## config.mk

```make
export PLATFORM = sky130hd
export DESIGN_NAME = disp_scan_ctrl
export DESIGN_NICKNAME = d
export VERILOG_FILES = /design/src/rtl/disp_pkg.sv /design/src/rtl/disp_scan_seg7_decode.sv /design/src/rtl/disp_scan_ctrl.sv
export SDC_FILE = /design/constraint.sdc
export NUM_CORES = 1
export LEC_CHECK = 0
export CAP_MARGIN = 20
export CORE_AREA = 8 8 111 113
export DETAILED_ROUTE_END_ITERATION = 8
export DIE_AREA = 0 0 119 121
export PLACE_DENSITY = 0.83
export SETUP_SLACK_MARGIN = 0.2
export SLEW_MARGIN = 20
export SYNTH_ARGS = -nofsm -noshare
export SYNTH_HDL_FRONTEND = slang
export SYNTH_SLANG_ARGS = --single-unit
```

## constraint.sdc

```tcl
create_clock -name clk -period 5.8 [get_ports clk]
set_clock_uncertainty 0.2 [all_clocks]
set_input_delay 1.74 -clock clk [delete_from_list [all_inputs] [get_ports clk]]
set_output_delay 1.74 -clock clk [all_outputs]
set_load 0.1 [all_outputs]
```

## src/rtl/disp_pkg.sv

```systemverilog
// Shared constants and helpers for the multiplexed seven-segment display controller.
package disp_pkg;

  localparam logic [6:0] SEG_OFF = 7'h7F;

  // Active-low {g,f,e,d,c,b,a}; packed so entry n is SEG_LUT[n] (listed F down to 0).
  localparam logic [15:0][6:0] SEG_LUT = {
    7'h0E, 7'h06, 7'h21, 7'h46, 7'h03, 7'h08, 7'h10, 7'h00,
    7'h78, 7'h02, 7'h12, 7'h19, 7'h30, 7'h24, 7'h79, 7'h40
  };

  function automatic int unsigned idx_width(input int unsigned n);
    return (n <= 2) ? 1 : $clog2(n);
  endfunction

  function automatic logic [6:0] hex_to_seg(input logic [3:0] hex);
    return SEG_LUT[hex];
  endfunction

endpackage

```

## src/rtl/disp_scan_seg7_decode.sv

```systemverilog
// Combinational hex to active-low seven-segment decoder.
module seg7_decode
  import disp_pkg::*;
(
  input  logic [3:0] hex,
  output logic [6:0] seg
);

  assign seg = hex_to_seg(hex);

endmodule

```

## src/rtl/disp_scan_ctrl.sv

```systemverilog
// Multiplexed seven-segment scanner: prescaler, digit scan, PWM dimming, guard
// interval, leading-zero suppression and a frame-synchronous double buffer.
module disp_scan_ctrl
  import disp_pkg::*;
#(
  parameter int NUM_DIGITS = 8,
  parameter int TICK_DIV   = 100000,
  parameter int BRIGHT_W   = 3,
  parameter int GUARD      = 2
) (
  input  logic                    clk,
  input  logic                    rst,
  input  logic [4*NUM_DIGITS-1:0] digits_in,
  input  logic [NUM_DIGITS-1:0]   dp_in,
  input  logic [NUM_DIGITS-1:0]   blank_in,
  input  logic                    lz_en,
  input  logic                    load,
  input  logic [BRIGHT_W-1:0]     bright,
  output logic [NUM_DIGITS-1:0]   an,
  output logic [6:0]              seg,
  output logic                    dp,
  output logic                    frame_start,
  output logic                    load_pending
);

  localparam int CNT_W = idx_width(TICK_DIV);
  localparam int IDX_W = idx_width(NUM_DIGITS);

  logic [CNT_W-1:0]        cnt;
  logic [IDX_W-1:0]        idx;
  logic [BRIGHT_W-1:0]     pwm;
  logic [4*NUM_DIGITS-1:0] act_digits, pend_digits;
  logic [NUM_DIGITS-1:0]   act_dp, pend_dp, act_blank, pend_blank;
  logic [NUM_DIGITS-1:0]   lz_mask;
  logic                    tick, last_slot, apply;
  logic [3:0]              sel_digit;
  logic [6:0]              dec_seg;
  logic [BRIGHT_W-1:0]     pwm_mod;
  logic                    lz_supp, lit;

  assign tick      = (cnt == CNT_W'(TICK_DIV - 1));
  assign last_slot = (idx == IDX_W'(NUM_DIGITS - 1));
  // A same-cycle load is folded into the apply so fresh data lands directly in active.
  assign apply     = tick && last_slot && (load_pending || load);

  always_ff @(posedge clk or negedge rst) begin
    if (!rst) begin
      cnt <= '0;
      idx <= '0;
      pwm <= '0;
    end else begin
      cnt <= tick ? '0 : cnt + 1'b1;
      pwm <= tick ? '0 : pwm + 1'b1;
      if (tick) idx <= last_slot ? '0 : idx + 1'b1;
    end
  end

  always_ff @(posedge clk or negedge rst) begin
    if (!rst) begin
      act_digits   <= '0;
      act_dp       <= '0;
      act_blank    <= '0;
      pend_digits  <= '0;
      pend_dp      <= '0;
      pend_blank   <= '0;
      load_pending <= 1'b0;
    end else begin
      if (load) begin
        pend_digits <= digits_in;
        pend_dp     <= dp_in;
        pend_blank  <= blank_in;
      end
      if (apply) begin
        act_digits   <= load ? digits_in : pend_digits;
        act_dp       <= load ? dp_in     : pend_dp;
        act_blank    <= load ? blank_in  : pend_blank;
        load_pending <= 1'b0;
      end else if (load) begin
        load_pending <= 1'b1;
      end
    end
  end

  // lz_mask[i] is set when every active digit from the top down to i is zero.
  always_comb begin
    logic all_zero;
    all_zero = 1'b1;
    lz_mask  = '0;
    for (int i = NUM_DIGITS - 1; i >= 1; i--) begin
      all_zero   = all_zero & (act_digits[4*i +: 4] == 4'h0);
      lz_mask[i] = all_zero;
    end
  end

  assign sel_digit = act_digits[{idx, 2'b00} +: 4];
  assign pwm_mod   = pwm - BRIGHT_W'(GUARD);
  assign lz_supp   = lz_en && lz_mask[idx];
  // A zero-suppressed digit keeps its anode only to show a lit decimal point.
  assign lit       = (cnt >= CNT_W'(GUARD)) && (pwm_mod <= bright) &&
                     !act_blank[idx] && !(lz_supp && !act_dp[idx]);

  seg7_decode u_dec (
    .hex (sel_digit),
    .seg (dec_seg)
  );

  always_ff @(posedge clk or negedge rst) begin
    if (!rst) begin
      an          <= '1;
      seg         <= SEG_OFF;
      dp          <= 1'b1;
      frame_start <= 1'b0;
    end else begin
      an          <= lit ? ~(NUM_DIGITS'(1) << idx) : '1;
      seg         <= (lit && !lz_supp) ? dec_seg : SEG_OFF;
      dp          <= lit ? ~act_dp[idx] : 1'b1;
      frame_start <= tick && last_slot;
    end
  end

endmodule

```

Word-level counts from Yosys, hierarchy flattened
Memory sizes are Yosys's and may differ from the RTL's.
Cells that the tools add are included.
W data, S select, Z words.
- flip-flop bits (word level): 137
- output and inout port bits: 18
- memory bits (read-only): 112
- input port bits: 55
- memories: 1
- reductions and logical operators: 21
- equal/unequal tests: 2
- bitwise logic cells: 8
- muxes and demuxes: 18
- $add $sub $neg: 4
- $lt $le $gt $ge: 4
- shifts and indexed selects: 2
- memory list (name ; words ; bits a word ; read ports ; clocked after memory_dff ; write ports ; line ; RTL):
    (no name shown) ; 16 ; 7 ; 1 ; 0 ; 0 ; disp_pkg.sv:17 ; return SEG_LUT[hex];
- operators by type and width (cell ; count):
    $mux W32 ; 1
    $shiftx A32 B6 Y4 ; 1
    $logic_not A4 Y1 ; 7
    $mux W8 ; 3
    $add A17 B1 Y17 const B ; 1
    $eq A17 B17 Y1 const B ; 1
    $ge A17 B2 Y1 const B ; 1
    $mux W17 ; 1
    $mux W7 ; 2
    $bmux W1 S3 ; 3
    $logic_and A1 B1 Y1 ; 8
    $not A8 Y8 ; 1
    $shl A1 B3 Y8 const A ; 1
    $add A3 B1 Y3 const B ; 2
    $and A1 B1 Y1 ; 6
    $mux W1 ; 6
    $mux W3 ; 2
    $lt A4 B5 Y1 const B ; 1
    $logic_not A1 Y1 ; 4
    $lt A3 B4 Y1 const B ; 1
    $eq A3 B3 Y1 const B ; 1
    $le A3 B3 Y1 ; 1
    $sub A3 B2 Y3 const B ; 1
    $reduce_bool A2 Y1 ; 1
    other kinds (2) ; 2

Depth between registers and ports, before layout
Gate-level depths: netlist of the first run.
- word-level depth: 15
- mapped depth: 10

Cells and area by module
A second synthesis of the first run with hierarchy kept.
- cells, all modules: 444
- area total of the unflattened synthesis: 6173.4 um^2
- by module, submodules not included (module ; cells each ; seq. area each (um^2) ; instances ; area each (um^2)):
    disp_scan_ctrl ; 412 ; 3448.3 ; 1 ; 5898.2
    seg7_decode ; 32 ; 0.0 ; 1 ; 275.3

Worst setup path before layout of the first run
No wires, ideal clock.
- kind: in2reg
- start: input port load
- end: register act_blank[0]
- setup time: 0.125 ns
- arrival time: 3.052 ns
- slack: 2.423 ns
- required time: 5.475 ns
- cell stages on the path: 4
- path through: buf_1 -> buf_1 -> mux2_2 -> mux2_4
- cells in the longest elaborated chain, start to end: 2
- ends and longest elaborated chain (what ; line ; RTL):
    start, declared ; disp_scan_ctrl.sv:17 ; input logic load,
    $logic_or A1 B1 Y1 ; disp_scan_ctrl.sv:44 ; assign apply = tick && last_slot && (load_pending || load);
    $logic_and A1 B1 Y1 ; disp_scan_ctrl.sv:44 ;
    end signal, assigned ; disp_scan_ctrl.sv:76 ; act_blank <= load ? blank_in : pend_blank;
    end, declared ; disp_scan_ctrl.sv:33 ; logic [NUM_DIGITS-1:0] act_dp, pend_dp, act_blank, pend_blank;
Parallel ways exist; a longest one is shown, timed or not.
A chain may end at the register's enable or synchronous reset.

Worst setup path in the final report of the first run
- start: register an[2]
- end: output port an[2]
- RTL lines (what ; line ; RTL):
    start, declared ; disp_scan_ctrl.sv:19 ; output logic [NUM_DIGITS-1:0] an,
    start signal, assigned ; disp_scan_ctrl.sv:114 ; an <= lit ? ~(NUM_DIGITS'(1) << idx) : '1;
No word-level cell between the ends.

==> impl_metrics.env, run 1 <==
export IMPL_gp_congestion=0.861
export IMPL_synth_top_cell_by_area="dfrtp_1"
export IMPL_fin_cells=666
export IMPL_grt_pass1_vias=4288
export IMPL_synth_compound_area_share_pct=2.75
export IMPL_synth_common_cells="dfrtp_1 (121), mux2_2 (79), mux2_4 (20), nor2_1 (20)"
export IMPL_tns_ns=0
export IMPL_dr_pass1_iters=4
export IMPL_grt_max_degree=67
export IMPL_synth_distinct_cells=44
export IMPL_fin_crit_sh_pct=70.9
export IMPL_yosysWarningCount=0
export IMPL_grt_antenna_before_repair=0
export IMPL_synth_most_common_cell="dfrtp_1"
export IMPL_drive_above_1_share_pct=31.9
export IMPL_path_cells="clkdlybuf4s50_1"
export IMPL_syn_num_nets=508
export IMPL_swShare_pct=21.4
export IMPL_fp_dieH_um=121
export IMPL_end_kind="output pin"
export IMPL_maxCapViolations=0
export IMPL_grt_setup_unrepaired="false"
export IMPL_placed_cells=634
export IMPL_synthToLayoutAreaGrowth_pct=23.6
export IMPL_worst_slew_pin_slew_ns=0.983
export IMPL_p_comb_share_pct=6.9
export IMPL_dp_hpwl_um=8730
export IMPL_synth_simple_gate_area_share_pct=7.25
export IMPL_synth_xor_area_share_pct=2.42
export IMPL_cp_slowest_stage_delay_ns=1.13
export IMPL_dr_total_vias=3804
export IMPL_ys_top_cells_by_area="dfrtp_1 (49%), mux2_2 (14%), dfstp_2 (6.8%)"
export IMPL_drcViolationCount=0
export IMPL_port_buffers=72
export IMPL_status="finished, final reports clean"
export IMPL_multi_input_area_um2=2540
export IMPL_synth_cells=435
export IMPL_p_leak_nw=3.49
export IMPL_critPathMaxFanout=1
export IMPL_yosysTopAreaCellShare_pct=49.3
export IMPL_sequentialPowerShare_pct=43.5
export IMPL_required_ns=3.86
export IMPL_ios=73
export IMPL_synth_area_per_cell_um2=14.1
export IMPL_post_cts_setup_buffers=0
export IMPL_detail_route_antenna_nets=0
export IMPL_first_iter_violations=179
export IMPL_slowest_stage="clkdlybuf4s50_1"
export IMPL_core_area_um2=10600
export IMPL_clockRootBuffer="clkbuf_8"
export IMPL_grt_pass1_wl_um=21700
export IMPL_hold_viol=0
export IMPL_setup_viol=0
export IMPL_h_tree_depth=4
export IMPL_ys_async_sr_fraction_pct=100
export IMPL_p_int_w=0.00182
export IMPL_synth_area_um2=6150
export IMPL_synthMuxAreaShare_pct=25.3
export IMPL_peakVddDrop_v=0.000184
export IMPL_ys_ff_latch=137
export IMPL_drt_total_wl_um=12800
export IMPL_startpoint_type="register"
export IMPL_max_clock_path_buffers=2
export IMPL_seqCellArea_um2=3450
export IMPL_fill_cells=678
export IMPL_routedWlPerCell_um=19.2
export IMPL_cp_num_cells=1
export IMPL_drt_vias_per_instance=5.71
export IMPL_numCtsBuffers=17
export IMPL_p_per_area_nw_per_um2=305
export IMPL_num_rows=38
export IMPL_cp_top_family="buffers and inverters"
export IMPL_hold_buffers=0
export IMPL_synth_edf_count=0
export IMPL_setup_worst_path_class="register to output pin"
export IMPL_grt_overflow=0
export IMPL_cts_tree="yes"
export IMPL_p_sw_w=0.000494
export IMPL_hold_path_depth=1
export IMPL_final_net_count=586
export IMPL_max_slew_margin_pct=34.1
export IMPL_die_area_um2=14400
export IMPL_cts_sinks=137
export IMPL_cts_resized=0
export IMPL_clkTransAtPathRegs_ns=0.06
export IMPL_worstPathArrival_ns=2.17
export IMPL_critical_path_buf_inv_count=1
export IMPL_finalMaxSlewViolations=0
export IMPL_die_w_um=119
export IMPL_hold_class="register to register"
export IMPL_synth_top_family_by_area="multiplexers"
export IMPL_fmax_ghz=0.243
export IMPL_p_clk_share_pct=49.6
export IMPL_grt_total_usage_pct=19.0
export IMPL_diodes=0
export IMPL_seq_area_frac_synth_pct=56.1
export IMPL_ys_flop_type="dfrtp_1"
export IMPL_synthAdderAreaFrac_pct=3.66
export IMPL_worstSkewPairLatency_ns=0.52
export IMPL_layout_min_cycle_time_ns=4.11
export IMPL_initial_core_util_pct=58.0
export IMPL_r2r_cells=6
cells by family after synthesis:
logic type      Yosys count
xor+xnor                 17
flops                   137
mux                     120
buf+inv                  32
simple gates             87
compound gates           24
fa+ha+maj                18
worst paths after layout:
| path | from | end | slack [ns] |
|---|---|---|---|
| max | an[2] | an[2] | 1.69 |
| min | pwm[0] | pwm[0] | 0.28 |
| max reg2reg | cnt[12] | act_digits[23] | 2.04 |
| min reg2reg | pwm[0] | pwm[0] | 0.28 |
| max in group asynchronous | rst | pend_blank[5] | 3.28 |
| min in group asynchronous | rst | pend_digits[27] | 1.11 |
area by class of cell:
class                           instances  share of cell area, %
Sequential cell                       137                   45.4
Multi-Input combinational cell        266                   33.5
Timing Repair Buffer                   76                   9.78
Clock buffer                           19                   5.68
Clock inverter                         13                   2.62
Tap cell                              140                   2.31
Inverter                               15                  0.741
state kept, by name, indices dropped and copies added (netlist names), 3 cells and up:
register	cells
pend_dp	8
act_digits	32
pend_blank	8
pend_digits	32
an	8
act_blank	8
cnt	17
seg	7
act_dp	8
idx	3
pwm	3
placed cells by master (no fill, tap or decap), types with 11 or more instances in the layout:
cell type and n:
dfrtp_1 121, mux2_2 79, clkdlybuf4s50_1 70, nor2_1 20
mux2_4 20, nand2_1 18, ha_1 18, nand3_1 17
dfstp_2 16, clkbuf_16 16, inv_1 14, mux4_2 12
xnor2_1 11, nor4_1 11
per-layer routing:
layer | wire length (um) | share of wire, % | vias up | GRT usage [%]
li1 | - | - | 1728 | -
met1 | 5550 | 43 | 1948 | 23.5
met2 | 6320 | 49 | 104 | 30.7
met3 | 605 | 4.7 | 24 | 4.89
met4 | 301 | 2.4 | 0 | 9.33
met5 | 0 | 0 | - | 0
power by group through the flow:
stage / Clock (W) / Combinational [W] / Sequential, W
final: 0.00115 / 0.000160 / 0.00101
after global routing: 0.00120 / 0.000175 / 0.00101
after CTS: 0.00116 / 0.000163 / 0.00101
after detailed placement: 0 / 0.000162 / 0.00102
after global placement: 0 / 0.000158 / 0.00102
after floorplan: 0 / 0.0000537 / 0.00105
per-stage QoR:
stage                     worst slack, ns  instance area, um2  utilization, %  total power (W)  hold slack [ns]
after floorplan                      2.42                6150               -          0.00111            0.232
after global placement               1.81                6970            65.7          0.00118            0.264
after detailed placement             1.72                6970            65.7          0.00118            0.272
after CTS                            1.66                7600            71.7          0.00233            0.279
after global routing                 1.64                7600            71.7          0.00238            0.309
final                                1.69                7600            71.7          0.00231            0.280
(Power assumes the default switching activity.)
==> run 2, diff against run 1 <==
Settings changed: CORE_AREA 8 8 111 113 to 8 8 114 116, DIE_AREA 0 0 119 121 to 0 0 122 124, PLACE_DENSITY 0.83 to 0.79.
Clock period 5.8 ns to 3.9 ns, I/O delays scaled along.
==> run 2 against run 1 <==
Net effect: global-route usage fell by 1.7 points; utilization fell by 3.8 points; flip-flop and latch count did not move; final cell count rose by 1.1%; final area fell by 0.21%; largest cell class unchanged.
==> impl_metrics.env, run 2 (same netlist as run 1, synthesis figures left out) <==
export IMPL_cp_slowest_stage_delay_ns=0.71
export IMPL_first_iter_violations=223
export IMPL_final_area_um2=7580
export IMPL_tns_ns=0
export IMPL_critPathMaxFanout=15
export IMPL_fmax_ghz=0.327
export IMPL_setup_viol=0
export IMPL_fill_cells=773
export IMPL_h_tree_depth=4
export IMPL_worst_slew_pin_slew_ns=0.685
export IMPL_cts_sinks=137
export IMPL_fin_crit_sh_pct=78.5
export IMPL_hold_class="register to register"
export IMPL_p_leak_nw=3.51
export IMPL_layout_min_cycle_time_ns=3.06
export IMPL_dr_pass1_iters=4
export IMPL_top_regs="act_digits x32, pend_digits x32, cnt x17"
export IMPL_grt_pass1_vias=4063
export IMPL_fp_dieH_um=124
export IMPL_gp_congestion=0.858
export IMPL_required_ns=4.02
export IMPL_clockRootBuffer="clkbuf_16"
export IMPL_p_per_area_nw_per_um2=440
export IMPL_critical_path_buf_inv_count=1
export IMPL_drt_vias_per_instance=5.59
export IMPL_grt_setup_unrepaired="false"
export IMPL_ios=73
export IMPL_grt_antenna_before_repair=0
export IMPL_detail_route_antenna_nets=0
export IMPL_drcViolationCount=0
export IMPL_max_slew_margin_pct=54.0
export IMPL_cts_tree="yes"
export IMPL_grt_max_degree=79
export IMPL_end_kind="register"
export IMPL_die_w_um=122
export IMPL_hold_path_depth=1
export IMPL_drt_total_wl_um=12300
export IMPL_startpoint_type="register"
export IMPL_clkTransAtPathRegs_ns=0.05
export IMPL_die_area_um2=15100
export IMPL_worstPathArrival_ns=3.18
export IMPL_dr_total_vias=3764
export IMPL_peakVddDrop_v=0.000275
export IMPL_cp_top_family="multiplexers"
export IMPL_worstSkewPairLatency_ns=0.41
export IMPL_slowest_stage="dfrtp_1"
export IMPL_final_cell_mix="dfrtp_1 (121), mux2_2 (79), clkdlybuf4s50_1 (52), buf_4 (25)"
export IMPL_dp_hpwl_um=8790
export IMPL_r2r_cells=7
export IMPL_grt_pass1_wl_um=20500
export IMPL_hold_buffers=0
export IMPL_numCtsBuffers=17
export IMPL_final_common_cell="dfrtp_1"
export IMPL_hold_viol=0
export IMPL_diodes=0
export IMPL_routedWlPerCell_um=18.2
export IMPL_core_area_um2=11200
export IMPL_setup_worst_path_class="register to register"
export IMPL_max_clock_path_buffers=2
export IMPL_cts_resized=0
export IMPL_cp_num_cells=7
export IMPL_final_net_count=590
export IMPL_grt_total_usage_pct=17.4
export IMPL_drive_above_1_share_pct=35.3
export IMPL_post_cts_setup_buffers=0
export IMPL_maxCapViolations=0
export IMPL_dpl_cell_area_um2=6980
export IMPL_port_buffers=72
export IMPL_status="finished, final reports clean"
export IMPL_path_cells="mux4_2, mux2i_1, inv_1, ha_1, mux2_1, a22oi_1, nand3_1"
export IMPL_num_rows=39
export IMPL_finalMaxSlewViolations=0
export IMPL_initial_core_util_pct=55.0
export IMPL_grt_overflow=0
export IMPL_synthToLayoutAreaGrowth_pct=23.3
==> run 2: changes by cell type in the layout (fill, tap and decap cells not counted), sizes merged, moves of 2 or more <==
cell           change
buf               +22
clkdlybuf4s50     -18
clkbuf             +6
clkinv             -4
bufinv             -2
==> run 2: power by group <==
part | internal, W | leakage [nW] | switching [W]
Combinational | 0.000109 | 1.50 | 0.000127
Sequential | 0.00148 | 1.73 | 0.0000137
Clock | 0.00105 | 0.287 | 0.000554
==> run 2: layout make-up <==
class	count	area (um2)	area share, %
inverter	15	56.3	0.743
tap	143	179	2.36
clock buffer	25	485	6.40
clock inverter	7	115	1.52
multi-input combinational	266	2540	33.6
sequential	137	3450	45.5
timing repair buffer	80	753	9.93
==> run 2: layer usage <==
metal | vias up | GRT usage [%] | share of wire, %
met4 | 0 | 6.32 | 1.4
li1 | 1734 | - | -
met1 | 1912 | 22.5 | 44
met3 | 15 | 4.49 | 5.3
met2 | 103 | 27.8 | 49
met5 | - | 0 | 0
==> run 2: final timing paths <==
path,startpoint,end,slack (ns)
setup / recovery,idx[2],seg[6],0.84
hold reg to reg,pwm[0],pwm[0],0.28
max in group asynchronous,rst,act_blank[1],2.28
hold / removal,pwm[0],pwm[0],0.28
setup reg to reg,idx[2],seg[6],0.84
min in group asynchronous,rst,pend_digits[22],0.37
==> run 2: per-stage QoR <==
stage | std cells | util, % | setup slack, ns | hold slack, ns | total power [W]
floorplan | 435 | - | 1.09 | 0.232 | 0.00164
global placement | 641 | 62.5 | 0.642 | 0.250 | 0.00175
detailed placement | 641 | 62.5 | 0.590 | 0.259 | 0.00176
CTS | 673 | 67.9 | 0.862 | 0.279 | 0.00338
global route | 673 | 67.9 | 0.587 | 0.311 | 0.00346
finish | 673 | 67.9 | 0.838 | 0.277 | 0.00334
==> run 3, diff against run 2 <==
Clock period 3.9 ns to 2.85 ns, I/O delays scaled along.
==> run 3 against run 2 <==
Net effect: total power grew 37%; sequential power grew 37%; die area is the same; critical path depth grew 2; largest cell class unchanged; largest power group unchanged.
==> impl_metrics.env, run 3 (same netlist as run 1, synthesis figures left out) <==
export IMPL_max_slew_margin_pct=54.7
export IMPL_required_ns=3.00
export IMPL_p_leak_nw=3.55
export IMPL_numCtsBuffers=17
export IMPL_worst_r2r_setup_slack_ns=0.39
export IMPL_p_clk_share_pct=48.1
export IMPL_r2r_end="seg[6]"
export IMPL_worstSkewPairLatency_ns=0.42
export IMPL_dr_total_vias=3804
export IMPL_maxCapViolations=0
export IMPL_drcViolationCount=0
export IMPL_worst_slew_pin_slew_ns=0.674
export IMPL_startpoint_type="input pin"
export IMPL_drt_total_wl_um=12700
export IMPL_hold_viol=0
export IMPL_fp_dieH_um=124
export IMPL_layout_setup_ws_ns=0.314
export IMPL_core_area_um2=11200
export IMPL_final_common_cell="dfrtp_1"
export IMPL_fill_cells=777
export IMPL_r2r_cells=8
export IMPL_grt_overflow=0
export IMPL_p_int_w=0.00357
export IMPL_dr_pass1_iters=4
export IMPL_peakVddDrop_v=0.000416
export IMPL_critPathMaxFanout=3
export IMPL_cts_sinks=137
export IMPL_fin_cells=680
export IMPL_synthToLayoutAreaGrowth_pct=24.6
export IMPL_routedWlPerCell_um=18.7
export IMPL_drive_above_1_share_pct=36.9
export IMPL_hold_buffers=0
export IMPL_swShare_pct=22.1
export IMPL_h_tree_depth=4
export IMPL_routed_top_layer="met4"
export IMPL_cts_tree="yes"
export IMPL_multi_input_area_um2=2550
export IMPL_final_net_count=598
export IMPL_grt_setup_unrepaired="false"
export IMPL_grt_total_usage_pct=18.3
export IMPL_diodes=0
export IMPL_setup_worst_path_class="input pin to register"
export IMPL_endpoint="an[5]"
export IMPL_sequentialPowerShare_pct=44.7
export IMPL_fin_crit_sh_pct=89.0
export IMPL_status="finished, final reports clean"
export IMPL_startpoint="bright[1]"
export IMPL_met2WireLength_um=6340
export IMPL_drt_vias_per_instance=5.59
export IMPL_final_area_um2=7660
export IMPL_post_cts_setup_buffers=0
export IMPL_clockRootBuffer="clkbuf_16"
export IMPL_max_clock_path_buffers=2
export IMPL_setup_viol=0
export IMPL_r2r_start="idx[2]"
export IMPL_p_comb_share_pct=7.3
export IMPL_die_area_um2=15100
export IMPL_gp_congestion=0.869
export IMPL_wl_met1_um=5430
export IMPL_die_w_um=122
export IMPL_num_rows=39
export IMPL_layout_min_cycle_time_ns=2.54
export IMPL_placed_cells=649
export IMPL_detail_route_antenna_nets=0
export IMPL_grt_max_degree=59
export IMPL_ios=73
export IMPL_hold_ws_ns=0.189
export IMPL_initial_core_util_pct=55.0
export IMPL_finalMaxSlewViolations=0
export IMPL_grt_pass1_vias=4268
export IMPL_p_sw_w=0.00101
export IMPL_fmax_ghz=0.394
export IMPL_first_iter_violations=198
export IMPL_hold_class="input pin to asynchronous set/reset pin"
export IMPL_pre_cts_ws_ns=-0.0996
export IMPL_met3WireLength_um=719
export IMPL_worstPathArrival_ns=2.68
export IMPL_final_cell_mix="dfrtp_1 (121), mux2_2 (79), clkdlybuf4s50_1 (52), buf_4 (31)"
export IMPL_clkTransAtPathRegs_ns=0.06
export IMPL_port_buffers=72
export IMPL_dp_hpwl_um=8940
export IMPL_dpl_cell_area_um2=7070
export IMPL_grt_pass1_wl_um=21500
export IMPL_seqCellArea_um2=3450
export IMPL_cts_resized=0
export IMPL_end_kind="register"
export IMPL_grt_antenna_before_repair=0
export IMPL_top_regs="act_digits x32, pend_digits x32, cnt x17"
export IMPL_tns_ns=0
export IMPL_p_per_area_nw_per_um2=598
-- run 3: cell types whose count changed in the layout (fill, tap and decap cells not counted), sizes merged --
cell | previous run | this run
clkbuf | 25 | 19
clkinv | 2 | 4
clkinvlp | 2 | 3
inv | 15 | 17
buf | 28 | 36
-- run 3: power by group through the flow --
stage / logic [W] / clock network, W / registers (W)
finish: 0.000333 / 0.00220 / 0.00205
global placement: 0.000330 / 0 / 0.00208
floorplan: 0.000109 / 0 / 0.00214
detailed placement: 0.000337 / 0 / 0.00208
CTS: 0.000340 / 0.00223 / 0.00205
global route: 0.000361 / 0.00232 / 0.00206
-- run 3: how the worst min path moves through the flow --
stage | end | cells past startpoint
2_1_floorplan | pwm[0] | 1
3_3_place_gp | pwm[0] | 1
3_5_place_dp | cnt[13] | 1
4_1_cts | pend_digits[23] | 1
5_1_grt | act_digits[17] | 1
6_report | pend_digits[23] | 1
-- run 3: layout make-up --
class	instances	area share, %
sequential	137	45.0
multi-input combinational	266	33.3
timing repair buffer	88	10.9
clock buffer	19	5.78
tap	143	2.34
clock inverter	12	1.94
inverter	15	0.735
-- run 3: metrics by stage --
step / utilization [%] / total power (W)
final: 68.6 / 0.00458
after global routing: 68.6 / 0.00474
after CTS: 68.6 / 0.00462
after detailed placement: 63.3 / 0.00242
after global placement: 63.3 / 0.00241
after floorplan: - / 0.00225
-- run 3: layer usage --
| layer | track usage, % | up-vias |
|---|---|---|
| li1 | - | 1753 |
| met1 | 23.0 | 1927 |
| met2 | 29.3 | 108 |
| met3 | 5.58 | 16 |
| met4 | 7.02 | 0 |
| met5 | 0 | - |
-- run 3: worst max-delay path, cell delays in order --
cell	delay [ns]
clkdlybuf4s50_1	0.45
inv_1	0.04
ha_1	0.30
nor2b_1	0.13
o21ai_0	0.14
a32oi_1	0.14
a2111oi_1	0.38
buf_4	0.19
nand2_1	0.05
